$ cat config.mk
export PLATFORM = sky130hd
export DESIGN_NAME = xsleena_io_ctrl
export DESIGN_NICKNAME = d
export VERILOG_FILES = /design/src/rtl/xsleena_io_ctrl.sv
export SDC_FILE = /design/constraint.sdc
export NUM_CORES = 1
export LEC_CHECK = 0
export CAP_MARGIN = 25
export CORE_ASPECT_RATIO = 0.6
export CORE_MARGIN = 2
export CORE_UTILIZATION = 50
export DETAILED_ROUTE_END_ITERATION = 6
export GPL_ROUTABILITY_DRIVEN = 0
export PLACE_DENSITY = 0.89
export SLEW_MARGIN = 10
export SYNTH_ARGS = -nofsm -noshare
export SYNTH_HDL_FRONTEND = slang
export SYNTH_SLANG_ARGS = --single-unit
$ cat constraint.sdc
create_clock -name clk -period 2.9 [get_ports clk]
set_input_delay 0.58 -clock clk [delete_from_list [all_inputs] [get_ports clk]]
set_output_delay 0.58 -clock clk [all_outputs]
set_load 0.02 [all_outputs]
$ cat src/rtl/xsleena_io_ctrl.sv
// Xain'd Sleena IO window: address-decoded read/write strobes, read-port mux,
// control latches, and per-channel coin debounce with paced coin-counter pulses.
module xsleena_io_ctrl #(
  parameter int NUM_RD_PORTS = 6,
  parameter int NUM_COIN     = 2,
  parameter int DEB_CYC      = 16,
  parameter int PULSE_CYC    = 64
) (
  input  logic                      clk,
  input  logic                      RSTn,
  input  logic [3:0]                AB,
  input  logic                      IOn,
  input  logic                      RW,
  input  logic [7:0]                DB_in,
  output logic [7:0]                DB_out,
  input  logic [8*NUM_RD_PORTS-1:0] RD_PORTS,
  input  logic [NUM_COIN-1:0]       COINn,
  output logic [15:0]               WR_STRB,
  output logic [15:0]               RD_STRB,
  output logic [NUM_COIN-1:0]       COIN_DBn,
  output logic [NUM_COIN-1:0]       CUNT,
  output logic [2:0]                PRI,
  output logic                      BSL,
  output logic                      P1_P2n
);

  localparam logic [1:0] ST_IDLE  = 2'd0;
  localparam logic [1:0] ST_PULSE = 2'd1;
  localparam logic [1:0] ST_GAP   = 2'd2;

  localparam logic [7:0] DEB_LAST   = 8'(DEB_CYC - 1);
  localparam logic [7:0] DEB_MAX    = 8'(DEB_CYC);
  localparam logic [9:0] PULSE_LAST = 10'(PULSE_CYC - 1);
  localparam int         COIN1_IDX  = (NUM_COIN > 1) ? 1 : 0;

  logic                ion_r;
  logic [15:0]         wr_strb_r;
  logic [15:0]         rd_strb_r;
  logic [7:0]          db_out_r;
  logic [2:0]          pri_r;
  logic                bsl_r;
  logic                p1_p2n_r;
  logic [7:0]          rd_byte_s;
  logic                sub_s;
  logic [NUM_COIN-1:0] coin_dbn_s;
  logic [3:0]          unused_s;

  assign unused_s = DB_in[7:4];

  // Read mux; port 1 carries the debounced coin levels in its top bits.
  always_comb begin
    rd_byte_s = 8'hFF;
    for (int k = 0; k < NUM_RD_PORTS; k++) begin
      rd_byte_s = (AB == 4'(k)) ? RD_PORTS[8*k +: 8] : rd_byte_s;
    end
    sub_s        = (NUM_RD_PORTS > 1) && (AB == 4'd1);
    rd_byte_s[7] = sub_s ? coin_dbn_s[0] : rd_byte_s[7];
    rd_byte_s[6] = (sub_s && (NUM_COIN > 1)) ? coin_dbn_s[COIN1_IDX] : rd_byte_s[6];
  end

  // Access edge detect, strobes, read data and control latches.
  always_ff @(posedge clk or negedge RSTn) begin
    if (!RSTn) begin
      ion_r     <= 1'b1;
      wr_strb_r <= 16'd0;
      rd_strb_r <= 16'd0;
      db_out_r  <= 8'hFF;
      pri_r     <= 3'd0;
      bsl_r     <= 1'b0;
      p1_p2n_r  <= 1'b0;
    end else begin
      ion_r <= IOn;
      if (ion_r && !IOn) begin
        wr_strb_r <= RW ? 16'd0 : (16'd1 << AB);
        rd_strb_r <= RW ? (16'd1 << AB) : 16'd0;
      end else begin
        wr_strb_r <= 16'd0;
        rd_strb_r <= 16'd0;
      end
      db_out_r <= (!IOn && RW) ? rd_byte_s : 8'hFF;
      if (wr_strb_r[13]) begin
        p1_p2n_r <= DB_in[0];
      end
      if (wr_strb_r[15]) begin
        {bsl_r, pri_r} <= DB_in[3:0];
      end
    end
  end

  assign DB_out   = db_out_r;
  assign WR_STRB  = wr_strb_r;
  assign RD_STRB  = rd_strb_r;
  assign PRI      = pri_r;
  assign BSL      = bsl_r;
  assign P1_P2n   = p1_p2n_r;
  assign COIN_DBn = coin_dbn_s;

  for (genvar i = 0; i < NUM_COIN; i++) begin : g_coin
    logic       sync1_r, sync2_r, last_r, dbn_r, cunt_r;
    logic [7:0] deb_cnt_r;
    logic [3:0] pend_r;
    logic [1:0] st_r;
    logic [9:0] tmr_r;
    logic       stable_s, fall_s, start_s;

    // deb_cnt_r holds the run length of sync2_r, so stable_s means DEB_CYC equal samples.
    always_comb begin
      stable_s = (sync2_r == last_r) && (deb_cnt_r >= DEB_LAST);
      fall_s   = stable_s && dbn_r && !sync2_r;
      if (pend_r == 4'd0) begin
        start_s = 1'b0;
      end else if (st_r == ST_IDLE) begin
        start_s = 1'b1;
      end else begin
        start_s = (st_r == ST_GAP) && (tmr_r == PULSE_LAST);
      end
    end

    // Two-flop synchroniser followed by the stability counter.
    always_ff @(posedge clk or negedge RSTn) begin
      if (!RSTn) begin
        sync1_r   <= 1'b1;
        sync2_r   <= 1'b1;
        last_r    <= 1'b1;
        deb_cnt_r <= 8'd0;
        dbn_r     <= 1'b1;
      end else begin
        sync1_r <= COINn[i];
        sync2_r <= sync1_r;
        last_r  <= sync2_r;
        if (sync2_r != last_r) begin
          deb_cnt_r <= 8'd1;
        end else if (deb_cnt_r != DEB_MAX) begin
          deb_cnt_r <= deb_cnt_r + 8'd1;
        end
        if (stable_s) begin
          dbn_r <= sync2_r;
        end
      end
    end

    // Pending-coin counter and pulse/gap sequencer; a queued coin follows a gap directly.
    always_ff @(posedge clk or negedge RSTn) begin
      if (!RSTn) begin
        pend_r <= 4'd0;
        st_r   <= ST_IDLE;
        tmr_r  <= 10'd0;
        cunt_r <= 1'b0;
      end else begin
        if (fall_s && !start_s) begin
          if (pend_r != 4'hF) begin
            pend_r <= pend_r + 4'd1;
          end
        end else if (start_s && !fall_s) begin
          pend_r <= pend_r - 4'd1;
        end
        case (st_r)
          ST_IDLE: begin
            tmr_r <= 10'd0;
            if (start_s) begin
              st_r   <= ST_PULSE;
              cunt_r <= 1'b1;
            end
          end
          ST_PULSE: begin
            if (tmr_r == PULSE_LAST) begin
              st_r   <= ST_GAP;
              tmr_r  <= 10'd0;
              cunt_r <= 1'b0;
            end else begin
              tmr_r <= tmr_r + 10'd1;
            end
          end
          ST_GAP: begin
            if (tmr_r == PULSE_LAST) begin
              tmr_r <= 10'd0;
              if (start_s) begin
                st_r   <= ST_PULSE;
                cunt_r <= 1'b1;
              end else begin
                st_r <= ST_IDLE;
              end
            end else begin
              tmr_r <= tmr_r + 10'd1;
            end
          end
          default: begin
            st_r   <= ST_IDLE;
            tmr_r  <= 10'd0;
            cunt_r <= 1'b0;
          end
        endcase
      end
    end

    assign coin_dbn_s[i] = dbn_r;
    assign CUNT[i]       = cunt_r;
  end

endmodule
Word level (Yosys, flattened, before mapping) --
Index checks and enable logic that the tools add are counted. W data, S select, Z words.
Storage, ports and cells: register bits 104, input port bits 66, output and inout bits 49
Cells by class: add/subtract/negate cells 8, order comparisons 2, equal/unequal tests 27, shift-type cells 1, mux-type cells 49, reduce and logical (&&, ||, !) cells 38
Operator list (count):
- $mux W8 | 11
- $mux W16 | 4
- $mux W10 | 4
- $mux W4 | 6
- $add A10 B1 Y10 const B | 2
- $eq A10 B6 Y1 const B | 2
- $add A8 B1 Y8 const B | 2
- $ge A8 B4 Y1 const B | 2
- $ne A8 B5 Y1 const B | 2
- $shl A1 B4 Y16 const A | 1
- $logic_and A1 B1 Y1 | 14
- $mux W1 | 14
- $logic_not A4 Y1 | 3
- $mux W2 | 6
- $pmux W2 S3 | 2
- $add A4 B1 Y4 const B | 2
- $eq A4 B2 Y1 const B | 2
- $eq A4 B3 Y1 const B | 2
- $ne A2 B1 Y1 const B | 4
- $ne A2 B2 Y1 const B | 4
- $ne A4 B4 Y1 const B | 2
- $reduce_and A2 Y1 | 4
- $reduce_bool A2 Y1 | 4
- $sub A4 B1 Y4 const B | 2
- 10 further kinds | 24

Logic depth before layout (Yosys ltp) --
word-level depth 9, depth in mapped cells 10, depth with buffers taken out 10

Worst setup path before layout --
Ideal clock, no wire load.
path type flip-flop to flip-flop, start register g_coin[0].deb_cnt_r[0], end register g_coin[0].pend_r[3], setup time 0.079 ns, data arrival time 2.341 ns, data required time 2.821 ns, slack 0.479 ns, stages on the path, launching flop included 11, path buffers 0, cells stage by stage dfrtp_1 > ha_1 > and3_1 > o31a_4 > o21ai_0 > ha_1 > a21o_1 > a21o_1 > nor4_1 > o21bai_1 > xor2_1
On the way: cells in the longest elaborated chain, start to end 8, elaborated cells on any way between the ends 11, those cells by class order compare (1); eq/ne (1); mux (1); reduce/logical (8)
RTL lines:
- start: declaration | line 100 | logic [7:0] deb_cnt_r;
- start signal: assignment | line 134 | deb_cnt_r <= deb_cnt_r + 8'd1;
- $ge A8 B4 Y1 (*) | line 108 | stable_s = (sync2_r == last_r) && (deb_cnt_r >= DEB_LAST);
- $logic_and A1 B1 Y1 (*) | line 108
- $logic_and A1 B1 Y1 (*) (2 in a row) | line 109 | fall_s = stable_s && dbn_r && !sync2_r;
- $logic_not A1 Y1 | line 154 | end else if (start_s && !fall_s) begin
- $logic_and A1 B1 Y1 | line 154
- $reduce_bool A2 Y1 (no source line)
- $reduce_and A2 Y1 (no source line)
- end signal: assignment | line 152 | pend_r <= pend_r + 4'd1;
- end signal: assignment | line 155 | pend_r <= pend_r - 4'd1;
- end: declaration | line 101 | logic [3:0] pend_r;
Mark *: on every way between the ends. The rest lies on a longest branch, timed or not. A chain may end at the register's enable or synchronous reset.

Worst setup path after layout --
Same ends and word-level chain as after synthesis.

==> results.toml <==
[cells_and_area]
syn2layout_area_growth_pct = 30.84
num_antenna_cells = 0
final_nets = 664
final_layout_size_suffix_gt1_frac = 0.1286
fill_cells = 702
fin_cells = 718
postLayoutCellArea_sq_um = 6604
final_util = 0.6708

[run]
drv_cap = 0

[synth]
synth-warning-count = 0
synthesis.nets = 551
yosysSeqAreaShare = 0.5198
ys_ff_latch = 104
ys.flop_type = "dfrtp_1"
synth-edff-count = 0
synth.distinct_cells = 53
netlist_area_sq_um = 5047
ys_async_sr_fraction = 1.000
synth_area_per_cell_sq_um = 10.85
syn_inst = 465

[grt]
busiest_layer = "met2"
globalRouteMet1Util = 0.2829
grt_pass1_vias = 3870
met2_usage = 0.3718
antenna_found_initial = 0
globalRouteOverflowTotal = 0
grt_use_total = 0.2204
use_met3 = 0.05556
grt_max_degree = 67
grt_first_pass_wirelength_um = 18770

[timing]
rsz0062_at_grt = "false"
setup_viol = 0
setup_ws_ns = 0.2263
hold_violations = 0
timing.fmax_ghz = 0.3740
fin_tns_setup_ns = 0
min_period_ns = 2.674
final.period_utilization = 0.9220
report.final.slew_viol_count = 0
worstMarginPinSlew_ns = 0.5946
fin_skew_ns = 0.009853
maxSlewHeadroom = 0.6006

[clocking]
cts_tree = "yes"
clk_latency_ns = 0.34
cts_max_level = 3
clk_pin_slew_ns = 0.07
clock_path_buffers = 2
numCtsBuffers = 9
cts_root_buf = "clkbuf_16"
cts.sinks = 104

[worst_setup_path]
r2r-end = "g_coin[0].pend_r[3]"
worstPathArrival_ns = 2.93
rrSetupSlack_ns = 0.23
r2r_cells = 10
cp_max_fo = 5
path_class = "reg2reg"
cp-start-kind = "register"
worst-endpoint-required_ns = 3.16
rr_startpoint = "g_coin[0].deb_cnt_r[0]"
end_kind = "register"

[die]
die_y_um = 81.83
die-area_sq_um = 10940
core-area_sq_um = 9844
initial_core_util = 0.5127
die_width_um = 133.7
num_rows = 28
pin_count = 115

[routing]
num_vias = 3890
wire_per_inst_um = 16.47
first_pass_iters = 5
viasPerCell = 5.418
wirelength_um = 11820
drt_iter0_markers = 261
ant_nets = 0
drc = 0

[outcome]
outcome = "finished clean"

[power_and_ir_drop]
ir_drop_mv = 0.3166
p_leak_nw = 2.908
powerDensity_nw_per_um2 = 642.3

[placement]
dp_cells = 702
io_buffers = 108
place_area_sq_um = 6310
dp_slack_ns = 0.09139
dp_hpwl_um = 8949

[worst_hold_path]
hold_class = "in2async"
==> power breakdown <==
group	total [mW]	leakage, nW	internal (mW)	switching (mW)
Sequential	1.82	1.35	1.63	0.185
Clock	1.16	0.145	0.618	0.544
Combinational	1.26	1.41	0.607	0.656
==> synth_stat cells, types with 8 or more instances <==
cell,n,area share
and3_1,12,0.015
nor3_1,12,0.012
nor2_1,68,0.051
nand2b_1,10,0.012
and2_1,14,0.017
xnor2_1,14,0.024
mux2_2,12,0.027
nand2_1,32,0.024
nand3_1,14,0.014
a2bb2oi_1,8,0.014
clkbuf_1,8,0.0059
dfrtp_1,87,0.43
ha_1,18,0.045
inv_1,10,0.0074
a21oi_1,12,0.012
o21ai_0,9,0.0089
dfstp_2,17,0.088
xor2_1,21,0.036
==> critical path, stage by stage, from the launching register on <==
cell and delay, ns:
dfrtp_1 0.41, ha_1 0.25, and3_1 0.21, o31a_4 0.37, o21ai_1 0.18, ha_1 0.29
a21o_1 0.18, a21o_1 0.19, nor4_1 0.17, o21bai_1 0.18, xor2_1 0.18
==> cell families (layout without fill, tap and decap cells) <==
kind of cell,after synthesis,in the layout,share of synthesized area
muxes,23,23,0.05181
buffers and inverters,24,142,0.02132
DFF,104,104,0.5198
xor gates and xnor gates,35,35,0.06073
AOI/OAI and AO/OA,63,63,0.09172
adders and majority gates,20,20,0.05255
and+or+nand+nor,196,196,0.2020
==> metrics by stage <==
stage	power, mW	hold slack [ns]
2_1_floorplan	2.677	0.2844
3_3_place_gp	2.989	0.3457
3_5_place_dp	3.097	0.3472
4_1_cts	4.275	0.2118
5_1_grt	4.502	0.2285
6_report	4.242	0.2019
==> repair_timing <==
action                                 CTS  global route
buffers inserted                         0             0
setup endpoints to repair                0             2
resized for setup                        0             3
hold buffers                             0             0
endpoints found under the hold margin    0             0
==> worst max-delay path by stage <==
stage,from,slack [ns],endpoint,cells after the start
after floorplan,g_coin[0].deb_cnt_r[0],0.48,g_coin[0].pend_r[3],10
after global placement,g_coin[0].tmr_r[6],0.36,g_coin[0].pend_r[3],9
after detailed placement,g_coin[1].deb_cnt_r[0],0.09,g_coin[1].pend_r[3],10
after CTS,g_coin[1].deb_cnt_r[0],0.11,g_coin[1].pend_r[3],10
after global routing,g_coin[0].deb_cnt_r[0],0.08,g_coin[0].pend_r[3],10
final,g_coin[0].deb_cnt_r[0],0.23,g_coin[0].pend_r[3],10
==> layout make-up <==
class	count	area, sq um	area share
multi-input cells	337	2320	0.3513
well taps	135	168.9	0.02558
clock inverters	6	51.30	0.007768
flip-flops and latches	104	2624	0.3973
clock buffers	10	239.0	0.03619
inverters	10	37.54	0.005684
repair buffers	116	1164	0.1762
==> sequential cells by signal, summed over array words and instances, names as in the netlist <==
register,count
g_coin.st_r,4
g_coin.sync1_r,2
g_coin.sync2_r,2
BSL,1
g_coin.dbn_r,2
WR_STRB,16
P1_P2n,1
g_coin.deb_cnt_r,16
RD_STRB,16
ion_r,1
PRI,3
g_coin.cunt_r,2
DB_out,8
g_coin.last_r,2
g_coin.tmr_r,20
g_coin.pend_r,8
==> cell usage in the layout (no fill, tap or decap), types with 12 or more instances in the layout <==
cell type | synthesis | layout
a21oi_1 | 12 | 12
mux2_2 | 12 | 12
nand3_1 | 14 | 14
dfstp_2 | 17 | 17
xor2_1 | 21 | 21
and2_1 | 14 | 14
clkdlybuf4s50_1 | 0 | 107
xnor2_1 | 14 | 14
and3_1 | 12 | 12
nor2_1 | 68 | 68
ha_1 | 18 | 18
nand2_1 | 32 | 32
dfrtp_1 | 87 | 87
nor3_1 | 12 | 12
==> layer usage <==
metal  wire length [um]  part of all wire
met1               5128              0.43
met2               5913              0.50
met3                572             0.048
met4                208             0.018
met5                  0                 0
(Power assumes the default switching activity.)
